`src/rtl/laby4b_logic_unit.sv`:
```
// Registered 4-input Boolean function unit with a programmable 16-entry truth table
// and an on-chip sweep engine that captures the full table response for self-check.
module laby4b_logic_unit #(
  parameter logic [15:0] TRUTH_TABLE = 16'hF444
) (
  input  logic        i_clk,
  input  logic        i_rst,
  input  logic        i_a,
  input  logic        i_b,
  input  logic        i_c,
  input  logic        i_d,
  input  logic        i_tt_load,
  input  logic [15:0] i_tt_data,
  input  logic        i_sweep_start,
  output logic        o_y,
  output logic [3:0]  o_minterm,
  output logic [15:0] o_tt,
  output logic        o_sweep_busy,
  output logic        o_sweep_done,
  output logic [15:0] o_sweep_result
);

  typedef enum logic {IDLE, RUN} sweep_state_t;

  sweep_state_t state, state_next;
  logic [3:0]   index, index_next;
  logic [15:0]  tt;
  logic [15:0]  result, result_next;
  logic         done, done_next;
  logic [3:0]   minterm_in;

  assign minterm_in = {i_a, i_b, i_c, i_d};

  // Sweep sequencing: one table entry is captured per cycle while running.
  always_comb begin
    state_next  = state;
    index_next  = index;
    result_next = result;
    done_next   = 1'b0;
    case (state)
      IDLE: begin
        if (i_sweep_start) begin
          state_next  = RUN;
          index_next  = 4'd0;
          result_next = 16'h0000;
        end
      end
      RUN: begin
        result_next[index] = tt[index];
        index_next         = index + 4'd1;
        if (index == 4'd15) begin
          state_next = IDLE;
          done_next  = 1'b1;
        end
      end
      default: state_next = IDLE;
    endcase
  end

  always_ff @(posedge i_clk) begin
    if (i_rst) begin
      state  <= IDLE;
      index  <= 4'd0;
      result <= 16'h0000;
      done   <= 1'b0;
    end else begin
      state  <= state_next;
      index  <= index_next;
      result <= result_next;
      done   <= done_next;
    end
  end

  // The loading edge still evaluates o_y with the old table; loads are locked out mid-sweep
  // so a running sweep always sees one consistent table.
  always_ff @(posedge i_clk) begin
    if (i_rst) begin
      tt        <= TRUTH_TABLE;
      o_y       <= 1'b0;
      o_minterm <= 4'd0;
    end else begin
      o_y       <= tt[minterm_in];
      o_minterm <= minterm_in;
      if (i_tt_load && (state == IDLE)) begin
        tt <= i_tt_data;
      end
    end
  end

  assign o_tt           = tt;
  assign o_sweep_busy   = (state == RUN);
  assign o_sweep_done   = done;
  assign o_sweep_result = result;

endmodule

```
`config.mk`:
```
export PLATFORM = sky130hd
export DESIGN_NAME = laby4b_logic_unit
export DESIGN_NICKNAME = d
export VERILOG_FILES = /design/src/rtl/laby4b_logic_unit.sv
export SDC_FILE = /design/constraint.sdc
export NUM_CORES = 1
export LEC_CHECK = 0
export BUFFER_PORTS_ARGS = -buffer_cell sky130_fd_sc_hd__buf_2
export CAP_MARGIN = 30
export CORE_ASPECT_RATIO = 0.75
export CORE_MARGIN = 3
export CORE_UTILIZATION = 45
export DETAILED_ROUTE_END_ITERATION = 8
export PLACE_DENSITY_LB_ADDON = 0.12
export SYNTH_ARGS = -nofsm -noshare
export SYNTH_HDL_FRONTEND = slang
export SYNTH_SLANG_ARGS = --single-unit
```
`constraint.sdc`:
```
create_clock -name i_clk -period 1.7 [get_ports i_clk]
set_clock_uncertainty 0.15 [all_clocks]
set_input_delay 0.17 -clock i_clk [delete_from_list [all_inputs] [get_ports i_clk]]
set_output_delay 0.17 -clock i_clk [all_outputs]
set_load 0.1 [all_outputs]
```
==> key figures <==
Outcome
  – Outcome: complete, no violations

Setup path
  – CP startpoint kind: register
  – CP required: 1.71 ns
  – Crit-path max cell delay: 0.50 ns
  – Critical path data arrival time: 1.53 ns
  – CP Max Fanout: 4
  – Cell family with most CP delay: multiplexers
  – Crit-path cells: buf_4 > mux4_2 > nand2_1 > o22ai_1
  – Endpoint class of the critical path: register
  – Setup Crit Path Kind: register to register
  – Slowest CP cell: mux4_2
  – Bufs and invs on worst path: 1

Global routing
  – Initial antenna violation count: 0
  – First-pass GRT wire length: 7570 microns
  – Largest net degree at the start of global routing: 22
  – Total global routing overflow: 0
  – Vias in the first global route: 1563
  – Total track usage: 20.3%

Logic synthesis
  – Largest cells by area after synthesis: dfxtp_1 (47%), nand2_1 (8.2%), mux4_2 (4.9%)
  – Sequential area share after synthesis: 47.2%
  – Cells after Synth: 200
  – Synth cell types: 30
  – Yosys warnings: 0
  – Synth Cell Area: 1820 sq um
  – FF+latch count, synth: 43
  – Cell accounting for the most synthesized area: dfxtp_1
  – Post-Syn Area per Cell: 9.11 sq um
  – Synth top area share: 47.2%
  – Syn nets: 228

Routing
  – Routed WL per cell: 14.0 microns
  – Initial DRC Count: 114
  – Final WL: 4630 microns
  – DRC: 0
  – Vias: 1719
  – Pre-antenna DRT Iters: 4
  – ANT nets after route: 0
  – Routed vias/inst: 5.18

Clock network
  – CTS H-tree depth: 2
  – CTS tree: done
  – Clock Latency Late Sink: 0.30 ns
  – Clock root buffer: clkbuf_8
  – Clock buffer depth: 2
  – Sink Count: 43
  – Clock Pin Slew Worst Setup and Hold Paths: 0.08 ns
  – Total CTS buffers: 5

Placed design
  – Setup Slack @ Placement: 0.190 ns
  – Final GP Congestion: 0.803
  – Port bufs: 62
  – Dpl hpwl: 3260 microns

STA
  – Unrepaired setup endpoints after global routing: no
  – Setup TNS: 0 ns
  – FMAX: 0.657 GHz
  – Final setup fails: 0
  – Slew Viols, Final: 0
  – Rel. slew slack: 64.1%
  – Tcrit/Tclk final: 89.5%
  – Hold Vio Cnt, Final: 0
  – Tmin final: 1.52 ns
  – Worst-margin pin slew: 0.537 ns
  – Final Worst Setup Slack: 0.179 ns

Floorplan
  – Die X: 79.5 microns
  – I/O pin total: 63
  – Die area: 4860 sq um
  – Placement Rows: 19
  – Core Area: 3780 sq um
  – Die height: 61.1 microns
  – Initial core utilization: 48.2%

Cells and area
  – Area Overhead vs Synth: 35.7%
  – Filler cells: 322
  – Final nets: 307
  – Ant. Diodes: 0
  – Share of cells above drive strength 1: 34.6%
  – Area occupied by registers: 885 sq um
  – Area of the multi-input gates: 891 sq um

Pwr
  – Pleak: 1.08 nW
  – Worst vdd ir: 0.447 mV
  – PD cells: 936 nW/um^2

Job
  – Max Cap Viol: 0

Hold path
  – Hold Path Class: input port to register
==> logic make-up after synthesis <==
| group | after synthesis | synth area share [%] |
|---|---|---|
| and+or+nand+nor | 80 | 21.1 |
| DFF | 43 | 47.2 |
| muxes | 11 | 10.6 |
| xor gates and xnor gates | 1 | 0.481 |
| adders and majority gates | 4 | 2.75 |
| AOI/OAI and AO/OA | 45 | 14.0 |
| buffers and inverters | 16 | 3.91 |
==> synthesized netlist by cell type <==
library cell and n:
a21o_1 1, a21oi_1 12, a31oi_1 1, a41oi_1 1, buf_2 3, buf_6 1
clkbuf_1 8, dfxtp_1 43, ha_1 4, inv_1 3, inv_2 1, mux2i_1 5
mux4_1 2, mux4_2 4, nand2_1 40, nand2b_1 3, nand3_1 6, nand3b_1 9
nand4_1 4, nor2_1 9, nor2b_1 3, nor2b_2 1, nor3_1 2, nor3b_1 2
o2111ai_1 2, o21ai_0 12, o21ai_1 4, o22ai_1 12, or2_1 1, xor2_1 1
==> layout make-up <==
| class | instances | area share (%) |
|---|---|---|
| timing repair buffer | 84 | 20.9 |
| clock buffer | 8 | 4.05 |
| inverter | 4 | 0.607 |
| tap | 52 | 2.63 |
| multi-input combinational | 141 | 36.0 |
| sequential | 43 | 35.8 |
==> flip-flops by register name (all words and copies together) (netlist names) <==
name and flops:
o_minterm 4, o_sweep_result 16, o_sweep_done 1, o_tt 16, o_y 1, o_sweep_busy 1
index 4
==> worst paths after layout <==
kind                                            to  slack [ns]  cells past startpoint                from
worst min-delay path                  o_minterm[1]        0.04                      2                 i_c
worst min register to register  o_sweep_result[14]        0.31                      2  o_sweep_result[14]
worst max-delay path             o_sweep_result[6]        0.18                      4            index[0]
worst max register to register   o_sweep_result[6]        0.18                      4            index[0]
==> layer usage <==
| metal | GRT usage (%) | wire length (microns) | vias up |
|---|---|---|---|
| met5 | 0 | 0 | - |
| met4 | 6.62 | 55 | 0 |
| met3 | 4.09 | 317 | 7 |
| met2 | 31.3 | 2010 | 64 |
| met1 | 29.1 | 2260 | 782 |
| li1 | - | - | 866 |
==> cell usage in the layout (no fill, tap or decap), types with 4 or more instances in the layout <==
cell / count
nand3_1: 6
dfxtp_1: 26
o21ai_1: 4
dlygate4sd3_1: 17
buf_4: 5
ha_1: 4
buf_2: 62
o22ai_1: 12
nand2_1: 40
nand4_1: 4
mux2i_1: 5
nor2_1: 9
a21oi_1: 12
nand3b_1: 9
mux4_2: 4
dfxtp_2: 16
o21ai_0: 12
clkbuf_8: 7
==> through the flow <==
step / hold WS [ns] / std cells / instance area, sq um / utilization, % / power (W)
2_1_floorplan: 0.144 / 200 / 1850 / - / 0.00149
3_3_place_gp: 0.233 / 307 / 2200 / 58.3 / 0.00160
3_5_place_dp: 0.234 / 307 / 2200 / 58.3 / 0.00160
4_1_cts: 0.0337 / 332 / 2470 / 65.4 / 0.00232
5_1_grt: 0.0344 / 332 / 2470 / 65.4 / 0.00240
6_report: 0.0353 / 332 / 2470 / 65.4 / 0.00232
==> power by group <==
group	switching (W)	internal, W
logic	0.000377	0.000140
registers	0.0000384	0.00105
clock network	0.000339	0.000371
==> what timing repair did <==
item / CTS / global route
endpoints found under the hold margin: 17 / 0
hold buffers: 17 / 0
resized for setup: 0 / 0
setup buffers: 0 / 0
No activity file was read; power rests on OpenSTA's default activity.
